File: src/rtl/reg_operand_mux_pkg.sv
// Shared types and defaults for the register operand mux and its skid store.
package reg_operand_mux_pkg;

    typedef enum logic [1:0] {
        EMPTY = 2'd0,
        ONE   = 2'd1,
        FULL  = 2'd2
    } skid_state_t;

    localparam int DEFAULT_WIDTH = 16;
    localparam int DEFAULT_NREGS = 16;

endpackage

File: src/rtl/operand_skid.sv
// Two-entry skid store: registered head feeds the output, tail absorbs one extra
// result so in_ready can be a flop rather than a combinational path from out_ready.
module operand_skid
    import reg_operand_mux_pkg::*;
#(
    parameter int PW = 33
) (
    input  logic          clk,
    input  logic          reset,
    input  logic          in_valid,
    output logic          in_ready,
    input  logic [PW-1:0] in_data,
    output logic          out_valid,
    input  logic          out_ready,
    output logic [PW-1:0] out_data
);

    skid_state_t   state;
    skid_state_t   state_next;
    logic [PW-1:0] head;
    logic [PW-1:0] tail;
    logic          accept;
    logic          consume;
    logic          load_head_in;
    logic          load_head_tail;
    logic          load_tail;

    assign accept    = in_valid && in_ready;
    assign consume   = out_valid && out_ready;
    assign out_valid = (state != EMPTY);
    assign out_data  = head;

    // in_ready stays low through reset and rises on the first edge afterwards.
    always_ff @(posedge clk or posedge reset) begin
        if (reset) begin
            state    <= EMPTY;
            in_ready <= 1'b0;
        end else begin
            state    <= state_next;
            in_ready <= (state_next != FULL);
        end
    end

    always_comb begin
        state_next     = state;
        load_head_in   = 1'b0;
        load_head_tail = 1'b0;
        load_tail      = 1'b0;
        case (state)
            EMPTY: begin
                if (accept) begin
                    load_head_in = 1'b1;
                    state_next   = ONE;
                end
            end
            ONE: begin
                if (accept && consume) begin
                    load_head_in = 1'b1;
                end else if (accept) begin
                    load_tail  = 1'b1;
                    state_next = FULL;
                end else if (consume) begin
                    state_next = EMPTY;
                end
            end
            FULL: begin
                if (consume) begin
                    load_head_tail = 1'b1;
                    state_next     = ONE;
                end
            end
            default: state_next = EMPTY;
        endcase
    end

    always_ff @(posedge clk or posedge reset) begin
        if (reset) begin
            head <= '0;
            tail <= '0;
        end else begin
            if (load_head_in) begin
                head <= in_data;
            end else if (load_head_tail) begin
                head <= tail;
            end
            if (load_tail) begin
                tail <= in_data;
            end
        end
    end

endmodule

File: src/rtl/reg_operand_mux.sv
// Operand select with immediate override and range check, buffered by operand_skid.
// Define REG_OPERAND_MUX_FWD_EN to forward same-cycle writeback data into the operands.
module reg_operand_mux
    import reg_operand_mux_pkg::*;
#(
    parameter  int WIDTH = DEFAULT_WIDTH,
    parameter  int NREGS = DEFAULT_NREGS,
    localparam int SELW  = $clog2(NREGS)
) (
    input  logic                   clk,
    input  logic                   reset,
    input  logic [NREGS*WIDTH-1:0] regs_flat,
    input  logic [SELW-1:0]        sel_a,
    input  logic [SELW-1:0]        sel_b,
    input  logic                   imm_mode,
    input  logic [WIDTH-1:0]       imm,
    input  logic                   in_valid,
    output logic                   in_ready,
    input  logic                   wb_en,
    input  logic [SELW-1:0]        wb_addr,
    input  logic [WIDTH-1:0]       wb_data,
    output logic [WIDTH-1:0]       op_a,
    output logic [WIDTH-1:0]       op_b,
    output logic                   out_valid,
    input  logic                   out_ready,
    output logic                   sel_err
);

    localparam int PW = 2 * WIDTH + 1;

    logic [WIDTH-1:0] reg_arr [NREGS];
    logic             a_bad;
    logic             b_bad;
    logic [WIDTH-1:0] a_val;
    logic [WIDTH-1:0] b_val;
    logic             err;
    logic [PW-1:0]    payload;
    logic [PW-1:0]    result;

    for (genvar i = 0; i < NREGS; i++) begin : g_unpack
        assign reg_arr[i] = regs_flat[i*WIDTH +: WIDTH];
    end

    assign a_bad = 32'(sel_a) >= 32'(NREGS);
    assign b_bad = 32'(sel_b) >= 32'(NREGS);

    // An out-of-range select wins over forwarding: the operand is forced to zero.
    always_comb begin
        a_val = a_bad ? '0 : reg_arr[sel_a];
        b_val = imm_mode ? imm : (b_bad ? '0 : reg_arr[sel_b]);
`ifdef REG_OPERAND_MUX_FWD_EN
        if (wb_en && !a_bad && (wb_addr == sel_a)) begin
            a_val = wb_data;
        end
        if (wb_en && !imm_mode && !b_bad && (wb_addr == sel_b)) begin
            b_val = wb_data;
        end
`endif
        err = a_bad || (!imm_mode && b_bad);
    end

`ifndef REG_OPERAND_MUX_FWD_EN
    logic unused_wb;
    assign unused_wb = ^{wb_en, wb_addr, wb_data};
`endif

    assign payload = {err, a_val, b_val};

    operand_skid #(
        .PW(PW)
    ) u_skid (
        .clk      (clk),
        .reset    (reset),
        .in_valid (in_valid),
        .in_ready (in_ready),
        .in_data  (payload),
        .out_valid(out_valid),
        .out_ready(out_ready),
        .out_data (result)
    );

    assign sel_err = result[PW-1];
    assign op_a    = result[2*WIDTH-1:WIDTH];
    assign op_b    = result[WIDTH-1:0];

endmodule

File: config.mk
export PLATFORM = sky130hd
export DESIGN_NAME = reg_operand_mux
export DESIGN_NICKNAME = d
export VERILOG_FILES = /design/src/rtl/reg_operand_mux_pkg.sv /design/src/rtl/operand_skid.sv /design/src/rtl/reg_operand_mux.sv
export SDC_FILE = /design/constraint.sdc
export NUM_CORES = 1
export LEC_CHECK = 0
export CORE_AREA = 2 2 132 134
export DETAILED_ROUTE_END_ITERATION = 7
export DIE_AREA = 0 0 134 136
export MAX_ROUTING_LAYER = met4
export PLACE_DENSITY = 0.89
export SETUP_SLACK_MARGIN = 0.02
export SYNTH_ARGS = -nofsm -noshare
export SYNTH_HDL_FRONTEND = slang
export SYNTH_SLANG_ARGS = --single-unit
File: constraint.sdc
create_clock -name clk -period 5.4 [get_ports clk]
set_input_delay 0.54 -clock clk [delete_from_list [all_inputs] [get_ports clk]]
set_output_delay 0.54 -clock clk [all_outputs]
set_load 0.005 [all_outputs]
[Yosys cells after proc, flatten, opt, wreduce, memory -nomap -nowiden]
Cells that the tools add are included.
Word-level totals
  register bits: 68
  input bits: 306
  output and inout port bits: 35
  word-level logic and storage cells: 39
Cells by class
  order comparisons: 2
  eq/ne operators: 3
  mux-type cells: 22
  bitwise gates (word level): 2
  reduce and logical (&&, ||, !) cells: 6
Operators with widths (count)
  16-bit binary-select mux with 4-bit select: 2
  16-bit 2-to-1 mux: 5
  33-bit 2-to-1 mux: 2
  5-bit >= comparator (second input constant): 2
  2-bit 2-to-1 mux: 5
  4-bit NOT with 5-bit output: 2
  1-bit 2-to-1 mux: 6
  2-bit one-hot mux with 3 select lines: 1
  2-bit nonzero test: 2
  1-bit logical AND: 3
  2-bit by 1-bit == test with 1-bit output (second input constant): 1
  2-bit == test (second input constant): 1
  2-bit logical NOT: 1
  2-bit != test (second input constant): 1
  1-bit one-hot mux with 2 select lines: 1

[Depth between registers and ports, before layout]
Gate-level depths: netlist (run 1).
  depth in word-level cells: 7
  depth in mapped cells: 8
  gate-level depth less buffers: 5

[Hierarchy]
Synthesis (run 1) repeated with hierarchy kept, for this count alone.
Unflattened totals
  cells, all modules: 450
  area total of the unflattened synthesis: 7196.9 µm²
Modules (own cells, without submodules)
  reg_operand_mux: instances 1, cells each 256, area an instance 4102.7 µm²
  operand_skid: instances 1, cells each 194, area an instance 3094.2 µm²

[Worst setup path after synthesis (run 1)]
No wires, ideal clock.
  kind: input port to flip-flop
  start point: input port sel_a[0]
  end point: register u_skid.head[27] (netlist: u_skid.out_data[27])
  arrival time: 1.895 ns
  data required time: 5.254 ns
  path slack: 3.359 ns
  stages: 7
  cell sequence: buf_6 -> buf_2 -> mux4_2 -> mux2i_1 -> nor2_1 -> a21oi_1 -> mux2i_1
Between the ends
  cells in the longest elaborated chain, start to end: 5
Ends and longest elaborated chain
  from (decl): line reg_operand_mux.sv:13  | input logic [SELW-1:0] sel_a,
  4-bit NOT with 5-bit output (implied by the code): line reg_operand_mux.sv:49  | a_val = a_bad ? '0 : reg_arr[sel_a];
  16-bit binary-select mux with 4-bit select: line reg_operand_mux.sv:49
  16-bit 2-to-1 mux (implied by the code) (2 in a row): line reg_operand_mux.sv:49
  33-bit 2-to-1 mux: line operand_skid.sv:81  | if (load_head_in) begin
  to (signal assigned): line operand_skid.sv:82  | head <= in_data;
  to (signal assigned): line operand_skid.sv:84  | head <= tail;
  to (decl): line operand_skid.sv:20  | logic [PW-1:0] head;
No other way between the ends. The select of a mux whose other input is x is not followed.
A chain may end at the register's enable or synchronous reset.

[Worst setup path in the final report (run 1)]
  start point: input port imm_mode
  end point: register u_skid.tail[1]
Between the ends
  cells in the longest elaborated chain, start to end: 1
Ends and longest elaborated chain
  from (decl): line reg_operand_mux.sv:15  | input logic imm_mode,
  16-bit 2-to-1 mux: line reg_operand_mux.sv:50  | b_val = imm_mode ? imm : (b_bad ? '0 : reg_arr[sel_b]);
  to (signal assigned): line operand_skid.sv:87  | tail <= in_data;
  to (decl): line operand_skid.sv:21  | logic [PW-1:0] tail;
No other way between the ends.

==> results of run 1 <==
## cells by family after synthesis
kind of cell           after synthesis  synth area share
multiplexers                       239             0.515
AO/OA/AOI/OAI                      131             0.117
AND/OR/NAND/NOR                    117            0.0773
buffers and inverters               69            0.0545
flip-flops                          67             0.235
XOR/XNOR                             1           0.00123
other                                1          0.000525
## stage by stage
stage	setup WS, ns	power, W	std cells	hold WS [ns]
2_1_floorplan	3.18	0.00157	625	0.449
3_3_place_gp	2.27	0.00219	1109	0.461
3_5_place_dp	2.19	0.00223	1109	0.474
4_1_cts	2.56	0.00279	1124	0.485
5_1_grt	2.36	0.00296	1125	0.510
6_report	2.52	0.00278	1127	0.482
## where the power goes
part           switching [W]  internal, W  leakage [nW]  total [W]
combinational       0.000539     0.000803          3.32    0.00134
clock               0.000198     0.000353         0.136   0.000551
sequential          0.000137     0.000753         0.806   0.000890
total               0.000873      0.00191          4.26    0.00278
## layout make-up
| cell class | instances | area, um^2 |
|---|---|---|
| diodes | 3 | 7.51 |
| clock buffers | 12 | 236 |
| clock inverters | 3 | 40.0 |
| fillers | 1362 | 6300 |
| inverters | 2 | 7.51 |
| multi-input cells | 489 | 5090 |
| flip-flops and latches | 67 | 1680 |
| well taps | 225 | 282 |
| repair buffers | 326 | 3240 |
## placed cells by master, fill, tap and decap left out
| cell type | Yosys | layout |
|---|---|---|
| clkdlybuf4s50_1 | 0 | 313 |
| mux2i_1 | 110 | 110 |
| mux4_2 | 85 | 85 |
| dfrtp_1 | 67 | 67 |
| a21oi_1 | 40 | 40 |
| nand2_1 | 36 | 34 |
| mux2_2 | 33 | 33 |
| a22oi_1 | 32 | 32 |
| nor2_1 | 20 | 19 |
| nor2b_1 | 20 | 18 |
| o22ai_1 | 16 | 16 |
| nor3_1 | 17 | 16 |
| nand3_1 | 16 | 16 |
| a21o_1 | 16 | 16 |
| o21ai_1 | 14 | 14 |
| mux4_1 | 11 | 11 |
| a21oi_2 | 10 | 10 |
| clkbuf_16 | 0 | 9 |
| buf_4 | 6 | 9 |
| or2_2 | 4 | 4 |
| diode_2 | 0 | 3 |
| o21ai_0 | 3 | 3 |
| clkbuf_1 | 25 | 3 |
| buf_2 | 18 | 3 |
| nor2b_2 | 0 | 2 |
| nand2_2 | 0 | 2 |
| clkinv_2 | 0 | 2 |
| nor2_2 | 0 | 1 |
| and2_1 | 1 | 1 |
| nand2b_1 | 1 | 1 |
| or3_1 | 1 | 1 |
| nor3_2 | 0 | 1 |
| nand3b_1 | 1 | 1 |
| inv_1 | 2 | 1 |
| xor2_1 | 1 | 1 |
| inv_2 | 0 | 1 |
| conb_1 | 1 | 1 |
| bufinv_16 | 0 | 1 |
| buf_12 | 0 | 1 |
## sequential cells by signal, summed over array words and instances (netlist names)
register         cells
u_skid.out_data     32
u_skid.tail         32
u_skid.state         2
u_skid.in_ready      1
## layer usage
layer	track usage	part of all wire	vias up
met4	0.127	0.042	0
met2	0.476	0.48	439
li1	-	-	3047
met1	0.363	0.38	3383
met5	-	0	-
met3	0.0720	0.094	83
## worst paths after layout
kind,from,endpoint,slack (ns)
worst max-delay path,imm_mode,u_skid.tail[1]$_DFFE_PP0P_,2.52
worst min-delay path,u_skid.tail[22]$_DFFE_PP0P_,u_skid.tail[22]$_DFFE_PP0P_,0.48
worst max register to register,u_skid.state[1]$_DFF_PP0_,u_skid.out_data[31]$_DFFE_PP0P_,3.28
worst min register to register,u_skid.tail[22]$_DFFE_PP0P_,u_skid.tail[22]$_DFFE_PP0P_,0.48
max in group asynchronous,reset,u_skid.out_data[3]$_DFFE_PP0P_,4.06
min in group asynchronous,reset,u_skid.out_data[21]$_DFFE_PP0P_,0.79
## critical path, stage by stage
cell and delay (ns):
clkdlybuf4s50_1 0.45, buf_4 0.28, nand2b_1 0.51, or2_2 0.41, o22ai_1 0.12, nor3_1 0.56, mux2_2 0.27
==> metrics, run 1 <==
clock skew=slightly above 0.008 ns; Core Util, Final=0.627; Leakage=between 4 and 5 nW; vias per inst=around 6.2; Mapped Cells=around 630; max cap viols=0; Die ar.=18200 um^2; Die H=around 140 um; initial antenna violation count=1; Worst-Skew Late Latency=0.33 ns; Placed Area=around 10000 um^2; root buf cell=clkbuf_16; Seq/Total Area, Yosys=0.235; #FFs+latches synth=67; cts repair resizes=0; DR WL/cell=~24 um; synthesis-to-layout area growth=48.1%; crit path DAT=~3.2 ns; syn_area_per_cell=between 10 and 15 um^2; Min-Delay Path Depth=2; Initial Util=0.423; grt ovf=0; Via Count=around 7000; register clock-pin slew on the reported worst setup and hold paths=roughly 0.050 ns; outcome=complete, no violations; Synth top cells by count=110 x mux2i_1, 85 x mux4_2, 67 x dfrtp_1, 40 x a21oi_1, 36 x nand2_1; WS Path Type=in2reg; PortBufs=318; Starting DRT DRC Count=slightly below 500; DRC viols=0; first-pass GRT wire length=slightly below 40000 um; Slew Limit Headroom=0.271; final net count=1201; synth top area cells=mux4_2 27%, dfrtp_1 23%, mux2i_1 15%; critical path data required time=between 5 and 6 ns; Final Setup Violations=0; Netlist cell types=31; Slew Limit Fails=0; crit path time final=2.88 ns; htree depth=3; RSZ-0062 raised after global routing=no; Worst-Margin Slew=about 1.1 ns; fmax=roughly 350 MHz; final hold vios=0; Routed Antenna Nets=0; PD cells=~260 nW/um^2; dominant cell by count in the synthesized netlist=mux2i_1; fin crit share=0.534; routability congestion estimate=approximately 0.9; asr flop ratio synth=1.00; total CTS buffers=9; Setup crit end kind=flop; clk buf depth=2; final instance area=about 11000 um^2; HPWL after detailed placement=roughly 21000 um; setup repair bufs after CTS=0; Mapped Area=7140 um^2; vias in the first global route=between 7000 and 8000; largest fanout on the critical path=21; core area=~17000 um^2; largest net degree at the start of global routing=68; Site Rows=48; drt total wl=roughly 27000 um; setup TNS=0 ns; Max VDD drop=approximately 0.31 mV; Die Wd=~130 um; GRT Resource Usage Total=0.298; startpoint types=input pin; CTS tree=built; Hold-fix buffers, CTS=0; Most used DFF post-synth=dfrtp_1; drt pass-1 iters=5; R2R cell count=6; Synthesized Nets=around 930; I/O Pins=341; share of layout cells above drive strength 1=0.182; clock sinks=67; area share of the largest cell type after synthesis=0.268; class of the worst hold path=reg2reg; Synth area leader=mux4_2; synth warn=0; number of synthesized flops with an enable pin=0
Power figures use the tool's default switching activity.
==> run 2: changes to the inputs <==
CORE_AREA = default   (was 2 2 132 134)
CORE_MARGIN = 1   (was default)
CORE_UTILIZATION = 42   (was default)
DIE_AREA = default   (was 0 0 134 136)
PLACE_DENSITY = 0.88   (was 0.89)
clock period = 2.7 ns   (was 5.4 ns; I/O delays follow)
==> run 2 against run 1 <==
  * Clock power is 130% higher
  * Worst setup slack worse by 1.9 ns
  * Total power is 110% higher
  * Hold slack worse by 0.16 ns
  * Cell count is 2.1% higher
  * Critical path type unchanged
  * Largest power group unchanged
==> metrics, run 2 (synthesis gave the netlist of run 1 again) <==
setup TNS=0 ns (unchanged); drt pass-1 iters=5 (unchanged); r2r setup slk=0.93 ns (-2.35 ns); Core Util, Final=0.660 (+0.0338); setup repair bufs after CTS=0 (unchanged); drt total wl=27300 um (+2.1%); cts repair resizes=0 (unchanged); Initial Util=0.431 (+0.00747); htree depth=3 (unchanged); worst stage delay on the critical path=0.70 ns (+0.14 ns); post-route insts no fill=1151 (+2.1%); fin crit share=0.779; vias per inst=6.18 (+0.25%); Site Rows=47 (-2.1%); first-pass GRT wire length=41300 um (+4.1%); clk buf depth=2 (unchanged); largest net degree at the start of global routing=50 (-26%); crit path DAT=2.36 ns (-0.79 ns); max cap viols=0 (unchanged); Die Wd=132 um (-1.2%); final hold vios=0 (unchanged); DR WL/cell=23.7 um (about the same); most frequent cells in the layout=314 x clkdlybuf4s50_1, 110 x mux2i_1, 85 x mux4_2; Die H=132 um (-2.7%); PD cells=532 nW/um^2 (+100%); Setup crit end kind=flop; startpoint types=input pin; GRT Resource Usage Total=0.321 (+0.0232); placed cell count=1132 (+2.1%); dpl ws=0.333 ns (-1.86 ns); Routed Antenna Nets=0 (unchanged); Hold-fix buffers, CTS=0 (unchanged); crit path time final=2.10 ns; delay-heaviest family, CP=simple AND/OR/NAND/NOR gates; CTS tree=built; WS Path Type=in2reg; Worst-Skew Late Latency=0.33 ns (about the same); PortBufs=318 (unchanged); Worst-Margin Slew=0.618 ns (-0.474 ns); vias in the first global route=7266 (+3.2%); Slew Limit Headroom=0.585 (+0.313); final net count=1229 (+2.3%); class of the worst hold path=in2async; Worst path slowest cell=clkdlybuf4s50_1; initial antenna violation count=3 (+2); critical path data required time=2.96 ns (-2.71 ns); Cell Chain, Critical Path=clkdlybuf4s50_1 > nand3b_1 > o22ai_1 > nor3_1 > mux2_2; Via Count=7118 (+2.4%); Die ar.=17500 um^2 (-3.8%); final instance area=11000 um^2 (+3.6%); RR Startpoint=u_skid.state[1]$_DFF_PP0_; synthesis-to-layout area growth=53.4%; outcome=complete, no violations; R2R cell count=5 (-1); RSZ-0062 raised after global routing=no; root buf cell=clkbuf_16; Placed Area=10600 um^2 (+3.1%); Slew Limit Fails=0 (unchanged); I/O Pins=341 (unchanged); Final Setup Violations=0 (unchanged); WP buf/inv=1 (-1); Leakage=4.46 nW (+4.7%); HPWL after detailed placement=22400 um (+9.0%); grt ovf=0 (unchanged); register clock-pin slew on the reported worst setup and hold paths=0.05 ns (about the same); Starting DRT DRC Count=596 (+24%); DRC viols=0 (unchanged); routability congestion estimate=0.949 (+4.9%); Max VDD drop=0.605 mV (+92%); clock sinks=67 (unchanged); clock skew=0.00780 ns (-0.000357 ns); fmax=about 480 MHz; most common cell after layout, fill and taps aside=clkdlybuf4s50_1; share of layout cells above drive strength 1=0.205 (+0.0223); R2R Path End=u_skid.out_data[24]$_DFFE_PP0P_; total CTS buffers=9 (unchanged); largest fanout on the critical path=11 (-48%); core area=16600 um^2 (-1.7%); Final WS setup=0.596 ns (-1.92 ns)
run 2: cell types whose count changed in the layout (fill, tap and decap cells not counted), sizes merged:
cell | previous run | this run
clkinv | 2 | 1
buf | 13 | 40
clkinvlp | 0 | 1
clkdlybuf4s50 | 313 | 314
bufinv | 1 | 2
run 2: worst max path at each step:
stage | startpoint | to | slack, ns | depth (start not counted)
after detailed placement | imm_mode | u_skid.tail[10]$_DFFE_PP0P_ | 0.33 | 6
after floorplan | reset | u_skid.in_ready$_DFF_PP0_ | 0.75 | 1
final | imm_mode | u_skid.tail[1]$_DFFE_PP0P_ | 0.60 | 5
after global placement | imm_mode | u_skid.tail[1]$_DFFE_PP0P_ | 0.42 | 5
after global routing | imm_mode | u_skid.tail[1]$_DFFE_PP0P_ | 0.48 | 5
after CTS | imm_mode | u_skid.tail[10]$_DFFE_PP0P_ | 0.65 | 6
run 2: cell type report:
type / count / area, um^2
Sequential cell: 67 / 1680
Multi-Input combinational cell: 489 / 5080
Inverter: 2 / 7.51
Clock buffer: 12 / 256
Clock inverter: 4 / 72.6
Antenna cell: 3 / 7.51
Fill cell: 1287 / 5630
Timing Repair Buffer: 354 / 3580
Tap cell: 220 / 275
run 2: per-layer routing:
layer | GRT usage | vias to the layer above | part of all wire
li1 | - | 3102 | -
met1 | 0.404 | 3505 | 0.39
met2 | 0.508 | 435 | 0.49
met3 | 0.0661 | 76 | 0.087
met4 | 0.123 | 0 | 0.038
met5 | - | - | 0
run 2: through the flow:
| stage | hold slack [ns] | total power, W |
|---|---|---|
| after floorplan | 0.449 | 0.00315 |
| after global placement | 0.462 | 0.00445 |
| after detailed placement | 0.475 | 0.00455 |
| after CTS | 0.335 | 0.00583 |
| after global routing | 0.362 | 0.00615 |
| final | 0.319 | 0.00583 |
run 2: power by group:
part | internal, W | total [W] | switching [W]
clock network | 0.000857 | 0.00126 | 0.000408
logic | 0.00166 | 0.00277 | 0.00111
registers | 0.00150 | 0.00179 | 0.000283
total | 0.00403 | 0.00583 | 0.00180
==> run 3: changes to the inputs <==
clock period = 2.1 ns   (was 2.7 ns; I/O delays follow)
==> run 3 against run 2 <==
  * Flip-flop and latch count unchanged
  * Via count up 0.48%
  * Combinational power up 34%
  * Largest power group unchanged
  * Core utilization increased by 0.68 points
  * First-iteration DRC count rose by 5.0%
  * Count of clock-buffer cells in the layout unchanged
  * Total power grew 31%
  * Critical path type unchanged
  * Register-to-register slack lost 0.36 ns
  * Wire length rose by 2.5%
==> metrics, run 3 (synthesis gave the netlist of run 1 again) <==
PD cells=689 nW/um^2 (+30%); drt pass-1 iters=5 (unchanged); Worst path slowest cell=clkdlybuf4s50_1; DR WL/cell=24.1 um (+1.7%); outcome=complete, no violations; drt total wl=28000 um (+2.5%); clock skew=0.00736 ns (-0.000439 ns); post-route insts no fill=1161 (+0.87%); WS Path Type=in2reg; cell mode on critical path=buf_12; Slew Limit Fails=0 (unchanged); initial antenna violation count=3 (unchanged); total CTS buffers=9 (unchanged); placed cell count=1142 (+0.88%); Site Rows=47 (unchanged); PortBufs=318 (unchanged); Starting DRT DRC Count=626 (+5.0%); DRC viols=0 (unchanged); routability congestion estimate=0.957 (+0.87%); vias per inst=6.16 (-0.39%); worst stage delay on the critical path=0.44 ns (-0.26 ns); class of the worst hold path=in2async; Leakage=4.52 nW (+1.4%); cts repair resizes=0 (unchanged); Cell Chain, Critical Path=clkdlybuf4s50_1 > buf_12 > and2_1 > buf_12 > a22oi_1 > a21oi_1 > nor3_1 > mux2_2; Worst-Skew Late Latency=0.32 ns (about the same); root buf cell=clkbuf_16; max cap viols=0 (unchanged); HPWL after detailed placement=22900 um (+2.2%); setup repair bufs after CTS=0 (unchanged); setup TNS=0 ns (unchanged); crit path time final=approximately 1.9 ns; CTS tree=built; RSZ-0062 raised after global routing=no; clk buf depth=2 (unchanged); largest net degree at the start of global routing=68 (+36%); vias in the first global route=7266 (unchanged); grt ovf=0 (unchanged); Via Count=7152 (+0.48%); critical path data required time=2.36 ns (-0.60 ns); Initial Util=0.431 (unchanged); first-pass GRT wire length=41900 um (+1.7%); register clock-pin slew on the reported worst setup and hold paths=0.06 ns (about the same); Placed Area=10700 um^2 (+1.1%); Final Setup Violations=0 (unchanged); fmax=537 MHz; largest fanout on the critical path=31 (+20); Max VDD drop=0.526 mV (-13%); share of layout cells above drive strength 1=0.213 (+0.00848); most frequent cells in the layout=314 x clkdlybuf4s50_1, 110 x mux2i_1, 85 x mux4_2; Tot Pwr=0.00763 W (+31%); Routed Antenna Nets=0 (unchanged); htree depth=3 (unchanged); I/O Pins=341 (unchanged); startpoint types=input pin; core area=16600 um^2 (unchanged); fin crit share=0.887; final instance area=11100 um^2 (+1.0%); worst setup path start=sel_b[2]; synthesis-to-layout area growth=55.0%; final net count=1239 (+0.81%); crit path DAT=2.12 ns (-0.24 ns); Die H=132 um (unchanged); most common cell after layout, fill and taps aside=clkdlybuf4s50_1; Die ar.=17500 um^2 (unchanged); Die Wd=132 um (unchanged); clock sinks=67 (unchanged); Fin Hold WS=0.284 ns (-0.0343 ns); Setup crit end kind=flop; final hold vios=0 (unchanged); RR Startpoint=u_skid.state[1]$_DFF_PP0_; GRT Resource Usage Total=0.329 (+0.00814); Hold-fix buffers, CTS=0 (unchanged)
## run 3: per-stage QoR
stage	setup slack (ns)	utilization
after floorplan	0.207	-
after global placement	-0.0213	0.647
after detailed placement	-0.0651	0.647
after CTS	0.266	0.667
after global routing	0.150	0.667
final	0.238	0.667
## run 3: critical path, delay by kind of cell
kind / cells / cell delay (ns)
buffers and inverters: 3 / 0.78
AOI/OAI and AO/OA: 2 / 0.28
and+or+nand+nor: 2 / 0.58
muxes: 1 / 0.24
## run 3: worst paths after layout
check                                             endpoint  slack [ns]  cells after the start
max                            u_skid.tail[12]$_DFFE_PP0P_        0.24                      8
min                        u_skid.out_data[16]$_DFFE_PP0P_        0.28                      3
max reg2reg                u_skid.out_data[31]$_DFFE_PP0P_        0.57                      6
min reg2reg                    u_skid.tail[31]$_DFFE_PP0P_        0.48                      2
max in group asynchronous        u_skid.state[0]$_DFF_PP0_        1.54                      3
min in group clk               u_skid.tail[31]$_DFFE_PP0P_        0.48                      2
## run 3: per-layer routing
layer	global-route usage	wire [um]	vias to the layer above
li1	-	-	3119
met1	0.419	11100	3526
met2	0.522	13600	442
met3	0.0627	2270	65
met4	0.121	955	0
met5	-	0	-
## run 3: layout make-up
type | instances | area [um^2]
Fill cell | 1279 | 5520
Clock buffer | 12 | 256
Inverter | 2 | 7.51
Multi-Input combinational cell | 489 | 5080
Antenna cell | 3 | 7.51
Clock inverter | 4 | 72.6
Tap cell | 220 | 275
Timing Repair Buffer | 364 | 3690
Sequential cell | 67 | 1680
## run 3: power breakdown
part	switching [W]	leakage, nW	internal [W]	total [W]
clock	0.000540	0.159	0.00110	0.00164
sequential	0.000351	0.806	0.00193	0.00228
combinational	0.00152	3.56	0.00218	0.00370
